`src/rtl/ram_arb_ctrl_pkg.sv`:
```
// ram_arb_pkg: shared types and constants for the two-port RAM arbiter controller.
package ram_arb_pkg;
    localparam int NUM_PORTS = 2;
    typedef enum logic [1:0] {IDLE, ISSUE, WAIT, RESP} state_t;
    typedef logic port_id_t;
endpackage

```
`src/rtl/ram_arb_ctrl_if.sv`:
```
// ram_arb_ctrl_if: request/response bus of both masters plus the RAM port.
interface ram_arb_ctrl_if #(
    parameter int ADDR_W = 8,
    parameter int DATA_W = 8
) ();
    import ram_arb_pkg::*;
    logic [NUM_PORTS-1:0]        req_valid;
    logic [NUM_PORTS-1:0]        req_ready;
    logic [NUM_PORTS-1:0]        req_wr;
    logic [NUM_PORTS*ADDR_W-1:0] req_addr;
    logic [NUM_PORTS*DATA_W-1:0] req_wdata;
    logic [NUM_PORTS-1:0]        rsp_valid;
    logic [DATA_W-1:0]           rsp_rdata;
    logic                        ram_cs;
    logic                        ram_wr;
    logic                        ram_rd;
    logic [ADDR_W-1:0]           ram_addr;
    logic [DATA_W-1:0]           ram_wdata;
    logic [DATA_W-1:0]           ram_rdata;
    modport slave (
        input  req_valid, req_wr, req_addr, req_wdata, ram_rdata,
        output req_ready, rsp_valid, rsp_rdata, ram_cs, ram_wr, ram_rd, ram_addr, ram_wdata
    );
    modport master (
        output req_valid, req_wr, req_addr, req_wdata, ram_rdata,
        input  req_ready, rsp_valid, rsp_rdata, ram_cs, ram_wr, ram_rd, ram_addr, ram_wdata
    );
endinterface

```
`src/rtl/ram_arb_ctrl_arbiter.sv`:
```
// ram_rr_arbiter: two-way round-robin grant with last-winner register.
module ram_rr_arbiter
    import ram_arb_pkg::*;
(
    input  logic                 clk,
    input  logic                 rst_n,
    input  logic                 en_i,
    input  logic                 upd_i,
    input  logic [NUM_PORTS-1:0] valid_i,
    output port_id_t             gnt_o,
    output logic [NUM_PORTS-1:0] ready_o
);
    port_id_t last_gnt_q, last_gnt_d;

    // Under contention the port that did not win last time goes first.
    assign gnt_o      = (valid_i == 2'b11) ? ~last_gnt_q : valid_i[1];
    assign ready_o    = (en_i && |valid_i) ? {gnt_o, ~gnt_o} : 2'b00;
    assign last_gnt_d = upd_i ? gnt_o : last_gnt_q;

    always_ff @(posedge clk or negedge rst_n)
        if (!rst_n) last_gnt_q <= 1'b1;
        else        last_gnt_q <= last_gnt_d;
endmodule

```
`src/rtl/ram_arb_ctrl.sv`:
```
// ram_arb_ctrl: shares one single-port synchronous RAM between two masters,
// one RAM cycle per accepted request, read data returned with a one-cycle pulse.
module ram_arb_ctrl
    import ram_arb_pkg::*;
#(
    parameter int ADDR_W = 8,
    parameter int DATA_W = 8,
    parameter int RD_LAT = 1
) (
    input  logic            clk,
    input  logic            rst_n,
    ram_arb_ctrl_if.slave   bus
);
    localparam int CW = $clog2(RD_LAT + 1);

    state_t              state_q, state_d;
    logic [CW-1:0]       cnt_q, cnt_d;
    logic [ADDR_W-1:0]   addr_q, addr_d;
    logic [DATA_W-1:0]   wdata_q, wdata_d;
    logic [DATA_W-1:0]   rdata_q, rdata_d;
    logic                wr_q, wr_d;
    port_id_t            port_q, port_d;
    port_id_t            gnt;
    logic [NUM_PORTS-1:0] ready;
    logic                hs;

    // Ready is forced low while reset is held so every output reads 0.
    ram_rr_arbiter u_arb (
        .clk     (clk),
        .rst_n   (rst_n),
        .en_i    ((state_q == IDLE) && rst_n),
        .upd_i   (hs),
        .valid_i (bus.req_valid),
        .gnt_o   (gnt),
        .ready_o (ready)
    );

    assign hs      = |(bus.req_valid & ready);
    assign addr_d  = hs ? bus.req_addr[gnt*ADDR_W +: ADDR_W] : addr_q;
    assign wdata_d = hs ? bus.req_wdata[gnt*DATA_W +: DATA_W] : wdata_q;
    assign wr_d    = hs ? bus.req_wr[gnt] : wr_q;
    assign port_d  = hs ? gnt : port_q;

    always_comb begin
        state_d = state_q;
        cnt_d   = cnt_q;
        rdata_d = rdata_q;
        case (state_q)
            IDLE:  state_d = hs ? ISSUE : IDLE;
            ISSUE: begin
                state_d = wr_q ? IDLE : WAIT;
                cnt_d   = wr_q ? cnt_q : CW'(RD_LAT);
            end
            WAIT: begin
                cnt_d   = cnt_q - CW'(1);
                state_d = (cnt_q == CW'(1)) ? RESP : WAIT;
                rdata_d = (cnt_q == CW'(1)) ? bus.ram_rdata : rdata_q;
            end
            RESP:    state_d = IDLE;
            default: state_d = IDLE;
        endcase
    end

    always_ff @(posedge clk or negedge rst_n)
        if (!rst_n) begin
            state_q <= IDLE;
            cnt_q   <= '0;
            addr_q  <= '0;
            wdata_q <= '0;
            rdata_q <= '0;
            wr_q    <= 1'b0;
            port_q  <= 1'b0;
        end else begin
            state_q <= state_d;
            cnt_q   <= cnt_d;
            addr_q  <= addr_d;
            wdata_q <= wdata_d;
            rdata_q <= rdata_d;
            wr_q    <= wr_d;
            port_q  <= port_d;
        end

    assign bus.req_ready = ready;
    assign bus.ram_cs    = (state_q == ISSUE);
    assign bus.ram_wr    = (state_q == ISSUE) && wr_q;
    assign bus.ram_rd    = (state_q == ISSUE) && !wr_q;
    assign bus.ram_addr  = addr_q;
    assign bus.ram_wdata = wdata_q;
    assign bus.rsp_valid = (state_q == RESP) ? {port_q, ~port_q} : 2'b00;
    assign bus.rsp_rdata = rdata_q;
endmodule

```
`src/flat_wrapper.sv`:
```
// flat-port wrapper written by rule: the top's interface ports become plain ports
module ram_arb_ctrl_flat import ram_arb_pkg::*;
#(
    parameter int ADDR_W = 8,
    parameter int DATA_W = 8,
    parameter int RD_LAT = 1
)
  (clk, rst_n, bus_req_valid, bus_req_wr, bus_req_addr, bus_req_wdata, bus_ram_rdata, bus_req_ready, bus_rsp_valid, bus_rsp_rdata, bus_ram_cs, bus_ram_wr, bus_ram_rd, bus_ram_addr, bus_ram_wdata);
  ram_arb_ctrl_if #(.ADDR_W(ADDR_W), .DATA_W(DATA_W)) bus_i ();
  input  logic clk;
  input  logic rst_n;
  input wire logic [$bits(bus_i.req_valid)-1:0] bus_req_valid;
  input wire logic [$bits(bus_i.req_wr)-1:0] bus_req_wr;
  input wire logic [$bits(bus_i.req_addr)-1:0] bus_req_addr;
  input wire logic [$bits(bus_i.req_wdata)-1:0] bus_req_wdata;
  input wire logic [$bits(bus_i.ram_rdata)-1:0] bus_ram_rdata;
  output wire logic [$bits(bus_i.req_ready)-1:0] bus_req_ready;
  output wire logic [$bits(bus_i.rsp_valid)-1:0] bus_rsp_valid;
  output wire logic [$bits(bus_i.rsp_rdata)-1:0] bus_rsp_rdata;
  output wire logic [$bits(bus_i.ram_cs)-1:0] bus_ram_cs;
  output wire logic [$bits(bus_i.ram_wr)-1:0] bus_ram_wr;
  output wire logic [$bits(bus_i.ram_rd)-1:0] bus_ram_rd;
  output wire logic [$bits(bus_i.ram_addr)-1:0] bus_ram_addr;
  output wire logic [$bits(bus_i.ram_wdata)-1:0] bus_ram_wdata;
  assign bus_i.req_valid = bus_req_valid;
  assign bus_i.req_wr = bus_req_wr;
  assign bus_i.req_addr = bus_req_addr;
  assign bus_i.req_wdata = bus_req_wdata;
  assign bus_i.ram_rdata = bus_ram_rdata;
  assign bus_req_ready = bus_i.req_ready;
  assign bus_rsp_valid = bus_i.rsp_valid;
  assign bus_rsp_rdata = bus_i.rsp_rdata;
  assign bus_ram_cs = bus_i.ram_cs;
  assign bus_ram_wr = bus_i.ram_wr;
  assign bus_ram_rd = bus_i.ram_rd;
  assign bus_ram_addr = bus_i.ram_addr;
  assign bus_ram_wdata = bus_i.ram_wdata;
  ram_arb_ctrl #(.ADDR_W(ADDR_W), .DATA_W(DATA_W), .RD_LAT(RD_LAT)) u_core (.clk(clk), .rst_n(rst_n), .bus(bus_i));
endmodule
```
`config.mk`:
```
export PLATFORM = sky130hd
export DESIGN_NAME = ram_arb_ctrl_flat
export DESIGN_NICKNAME = d
export VERILOG_FILES = /design/src/rtl/ram_arb_ctrl_pkg.sv /design/src/rtl/ram_arb_ctrl_if.sv /design/src/rtl/ram_arb_ctrl_arbiter.sv /design/src/rtl/ram_arb_ctrl.sv /design/src/flat_wrapper.sv
export SDC_FILE = /design/constraint.sdc
export NUM_CORES = 1
export LEC_CHECK = 0
export CORE_MARGIN = 2
export CORE_UTILIZATION = 41
export CTS_CLUSTER_DIAMETER = 100
export DETAILED_ROUTE_END_ITERATION = 12
export PLACE_DENSITY = 0.84
export SYNTH_ARGS = -nofsm -noshare
export SYNTH_HDL_FRONTEND = slang
export SYNTH_SLANG_ARGS = --single-unit
```
`constraint.sdc`:
```
create_clock -name clk -period 2.55 [get_ports clk]
set_clock_uncertainty 0.15 [all_clocks]
set_input_delay 0.51 -clock clk [delete_from_list [all_inputs] [get_ports clk]]
set_output_delay 0.51 -clock clk [all_outputs]
set_load 0.05 [all_outputs]
```
After elaboration in Yosys (flattened, before gate mapping)
Cells that the tools add are included.

$add $sub $neg: 1. Order comparisons: 1. Eq/ne operators: 5. Shifts and indexed selects: 2. Mux-type cells: 11. Bitwise logic cells: 4. Reduce and logical (&&, ||, !) cells: 11.

Operators with widths (number): 16-bit by 5-bit indexed part select with 8-bit output (2); 2-bit one-hot mux with 4 select lines (1); 2-bit == test (second input constant) (3); 1-bit 2-to-1 mux (6); 2-bit 2-to-1 mux (3); 1-bit logical AND (4); 2-bit AND reduction (2); 2-bit OR reduction (2); 1-bit inverter (3); 2-bit AND (1); 2-bit by 1-bit == test with 1-bit output (second input constant) (1); 2-bit logical NOT (1); 1-bit by 2-bit < comparator with 1-bit output (second input constant) (1); 2-bit != test (second input constant) (1); 1-bit one-hot mux with 2 select lines (1); 2-bit nonzero test (1); 1-bit logical NOT (1); 1-bit subtractor (second input constant) (1).

Bits in registers: 30. Input bits: 46. Output and inout port bits: 31. Logic and storage cells: 43.

Logic depth before layout (Yosys ltp)
Word-level depth: 8. Mapped depth: 5. Gate-level depth less buffers: 3.

Hierarchy
A second synthesis with hierarchy kept.

Cells, all modules: 119. Area total of the unflattened synthesis: 1450.1 um2.

By module, submodules not included: ram_arb_ctrl (times used 1, cells each 112, area an instance 1377.6 um2, seq. area each 725.7 um2); ram_rr_arbiter (times used 1, cells each 7, area an instance 72.6 um2, seq. area each 26.3 um2).

Worst setup path before layout
No wires, ideal clock.

Path kind: input-to-output. Start: input bus_req_valid[1]. End: output bus_req_ready[0]. Arrival: 1.494 ns. Slack: 0.396 ns. Stages on the path: 5. Buffers on the path: 2. Path through: nor2b_1 buf_2 buf_2 nand3b_1 inv_1.

Cells in the longest elaborated chain, start to end: 4. Elaborated cells on any way between the ends: 6. Those cells by class: eq/ne: 1; mux: 2; bitwise: 1; reduce/logical: 2.

Ends and longest elaborated chain: from (decl) (line flat_wrapper.sv:12) `input wire logic [$bits(bus_i.req_valid)-1:0] bus_req_valid;`; 2-bit == test (line ram_arb_ctrl_arbiter.sv:16) `assign gnt_o = (valid_i == 2'b11) ? ~last_gnt_q : valid_i[1];`; 1-bit 2-to-1 mux (line ram_arb_ctrl_arbiter.sv:16); 1-bit inverter (line ram_arb_ctrl_arbiter.sv:17) `assign ready_o = (en_i && |valid_i) ? {gnt_o, ~gnt_o} : 2'b00;`; 2-bit 2-to-1 mux (*) (line ram_arb_ctrl_arbiter.sv:17); to (decl) (line flat_wrapper.sv:17) `output wire logic [$bits(bus_i.req_ready)-1:0] bus_req_ready;`.

Every way passes the cells marked *; elsewhere a longest branch is shown, timed or not.

Worst setup path after layout
Start: input rst_n. End: output bus_req_ready[0].

Cells in the longest elaborated chain, start to end: 3.

Ends and longest elaborated chain: from (decl) (line flat_wrapper.sv:11) `input logic rst_n;`; 1-bit logical AND (line ram_arb_ctrl.sv:31) `.en_i ((state_q == IDLE) && rst_n),`; 1-bit logical AND (line ram_arb_ctrl_arbiter.sv:17); 2-bit 2-to-1 mux (line ram_arb_ctrl_arbiter.sv:17).

Every way passes these cells.

==> reports/summary.md <==
Using the TritonRoute via totals, the vias-per-cell ratio works out to 5.353. In this run the power spent charging and discharging nets is 1.434 mW. Summing every instance area after synthesis gives 1424 um2. The sum of negative setup slack was 0 ns; the overall routing resource usage was 0.2149. In this design, the stage delay of the slowest critical-path cell is 0.52 ns. The flow ran to the end, and the final reports show no timing, DRC or antenna violations. The run gives 0.608 as the part of the power in combinational logic. Setup repair after global routing left no endpoint under its margin.

The part of the total power dissipated in sequential elements came out at 0.294. Number of maximum-capacitance constraint violations: 0. Setup violations remaining at the end of the flow were counted as 0. The total power came out at 2.975 mW.

The run gives 0 as the count of final hold-check violations. The total overflow left after global routing is 0. 77 I/O pins were placed. After floorplanning, the core was sized to cover 3337 um2. The worst voltage drop across the vdd grid is 0.7450 mV. After clock tree synthesis, the clock-pin slew on the worst setup and hold paths is 0.09 ns.

The library cells used most frequently in the layout, excluding fill and tap cells, are clkdlybuf4s50_1 (69), dfrtp_1 (29), nand2_1 (20). The tools report the startpoint class of the critical path as an input port. Internal power comes to 1.541 mW. The first global-routing pass estimated 6.472 mm of wire. The run gives 251 as the total number of nets in the final design. The total of flip-flops plus latches after synthesis is 30. The largest fanout on the critical path was 4. Portion of the post-synthesis area used by sequential elements: 0.5281.

The first detailed-routing pass ran for 4 iterations. Measured along the y axis, the die boundary spans 62.93 um. The pin slew with the least headroom to its limit was 0.5269 ns. The class of the tightest hold or removal check was reg -> reg. The count of yosys warnings during synthesis was 0; the final weighted congestion in routability-driven placement was 0.7781. The logs give 0.098 for the share of total power in the clock network and 135 for the DRC marker count from the first detailed-route iteration.

The worst setup path is captured at an output pin. Library cell used as clock root buffer: clkbuf_4. Counting along the longest clock path gives a buffer depth of 2.

Once detail routing completed, the nets flagged for antenna violations numbered 0. STA puts the critical path data required time at 1.89 ns. After detailed routing, the number of remaining DRC violations is 0. The power density normalized to cell area was 1285 nW/um2. TritonCTS built the clock tree.

The final routed wirelength across all metal layers came out at 4.088 mm. The total setup buffers inserted after CTS is 0, and the count of distinct cell types in the synthesized netlist is 24. The number of global-route vias before repair is 1339, and the final critical path time including I/O delays and setup is 2.358 ns.

The initial core utilization is 0.4267. The width of the chip came out at 62.93 um. In this run the static leakage power is 1.012 nW. The instance count of the mapped netlist came out at 123.

The critical path is of the in -> out type. Detailed placement finished with a half-perimeter wire length of 3.116 mm. The worst relative slew slack came out at 0.6481. The tools report the die area as 3960 um2. The net switching share of the total power is 0.4821. The share of the cycle needed by the critical path after routing is 0.9247, and the layout-stage area growth over the synthesis result is 62.57%.

On the critical path, the stage with the largest delay is an instance of clkdlybuf4s50_1. For the initial antenna violation count, the log shows 0. The logs give 0 for the number of max-slew violations in the final report and 1349 for the via count.

The depth of the CTS H-tree is 2. The fraction of final layout cells with drive strength greater than 1 is 0.1942, and the clock insertion delay at the later pin of the skew report is 0.32 ns. The largest net degree at the start of global routing came out at 19.

The worst hold-check slack is 0.3590 ns, and the post-route non-filler standard cell count is 252. The mean cell area of the mapped netlist was 11.58 um2; the total nets after synthesis was 169. Walking the worst path, the cells encountered are clkdlybuf4s50_1 -> nor3b_2 -> nand3b_1 -> inv_1 -> buf_12.

The most common library cell in the layout ignoring fill and taps was clkdlybuf4s50_1. The final-layout fill cell count was 261; the data arrival at the endpoint of the critical path was 1.70 ns. The logs give 5 for the CTS buffer count and 21 for the cell row count. The wire length per cell after detailed routing was 16.22 um; the clock sink count was 30.

The number of diodes was 0. After detailed placement, the design holds a cell count of 244. Buffers placed on the I/O ports in this run total 76. For the final standard cell utilization of the core, the log shows 0.6937.

Timing would allow up to 424.1 MHz.
cells in the mapped netlist:
master,number,share of area
a221o_1,17,0.12
and2_1,1,0.0044
and3_1,2,0.0088
buf_12,1,0.014
buf_2,6,0.021
buf_6,2,0.016
clkbuf_1,1,0.0026
dfrtp_1,29,0.51
dfstp_2,1,0.018
inv_1,2,0.0053
mux2_2,8,0.063
nand2_1,20,0.053
nand2b_1,1,0.0044
nand3b_1,2,0.011
nor2_1,4,0.011
nor2b_1,1,0.0044
nor3_1,8,0.028
nor3_2,9,0.063
nor3b_2,1,0.0088
o21a_1,3,0.016
o21ai_0,1,0.0035
o21ai_1,1,0.0035
or2b_1,1,0.0053
or3b_1,1,0.0062
routing by layer:
metal  GRT usage  share of wire  wire [um]
met5           0              0          0
met4     0.07778          0.018         75
met3     0.07928          0.066        271
met2      0.3644           0.52       2124
met1      0.2471           0.40       1617
cells by family after synthesis:
| family | synth area share |
|---|---|
| flops | 0.5281 |
| compound gates | 0.1423 |
| simple gates | 0.2074 |
| buf+inv | 0.05887 |
| mux | 0.06327 |
path summary, 6_finish.rpt:
| kind | from | endpoint | slack [ns] | cells after the start |
|---|---|---|---|---|
| hold / removal | u_core.cnt_q$_DFFE_PN0P_ | u_core.cnt_q$_DFFE_PN0P_ | 0.36 | 1 |
| setup / recovery | rst_n | bus_req_ready[0] | 0.19 | 5 |
| setup reg to reg | flip-flop | u_core.bus.ram_wdata[3]$_DFFE_PN0P_ | 0.78 | 4 |
| hold reg to reg | u_core.cnt_q$_DFFE_PN0P_ | u_core.cnt_q$_DFFE_PN0P_ | 0.36 | 1 |
| min in group asynchronous | rst_n | u_core.bus.ram_addr[2]$_DFFE_PN0P_ | 0.43 | 2 |
| max in group asynchronous | rst_n | u_core.u_arb.last_gnt_q$_DFFE_PN1P_ | 1.53 | 2 |
sequential cells by signal, indices dropped and copies added, names as in the netlist, named ones only:
name,flops
u_core.bus.ram_addr,8
u_core.wr_q,1
u_core.u_arb.last_gnt_q,1
u_core.state_q,1
u_core.bus.ram_wdata,8
u_core.bus.rsp_rdata,8
u_core.port_q,1
u_core.cnt_q,1
final cells by class:
type | instances | area [um2] | share of cell area
tap | 46 | 57.56 | 0.02486
clock inverter | 1 | 5.005 | 0.002162
multi-input combinational | 81 | 590.6 | 0.2551
inverter | 2 | 7.507 | 0.003243
clock buffer | 7 | 55.05 | 0.02378
timing repair buffer | 85 | 847.1 | 0.3659
sequential | 30 | 752.0 | 0.3249
power by group through the flow:
stage / clock, mW / combinational [mW] / sequential [mW]
floorplan: 0 / 0.580 / 1.49
global placement: 0 / 1.79 / 0.862
detailed placement: 0 / 1.82 / 0.875
CTS: 0.294 / 1.82 / 0.870
global route: 0.328 / 1.89 / 0.900
finish: 0.293 / 1.81 / 0.873
stage by stage:
| stage | worst slack, ns | cell area [um2] |
|---|---|---|
| floorplan | 0.3959 | 1424 |
| global route | 0.1187 | 2315 |
| finish | 0.1919 | 2315 |
| detailed placement | 0.2052 | 2251 |
| CTS | 0.03302 | 2310 |
| global placement | 0.2375 | 2251 |
worst max-delay path, delay by kind of cell:
kind,cells,cell delay [ns]
and+or+nand+nor,2,0.38
buffers and inverters,3,0.79
timing repair:
item,in CTS,in global routing
cloned,0,0
resized for setup,1,2
hold endpoints to repair,0,0
setup endpoints to repair,1,2
hold buffers,0,0
Note: power is estimated with default switching activity, not from simulation.
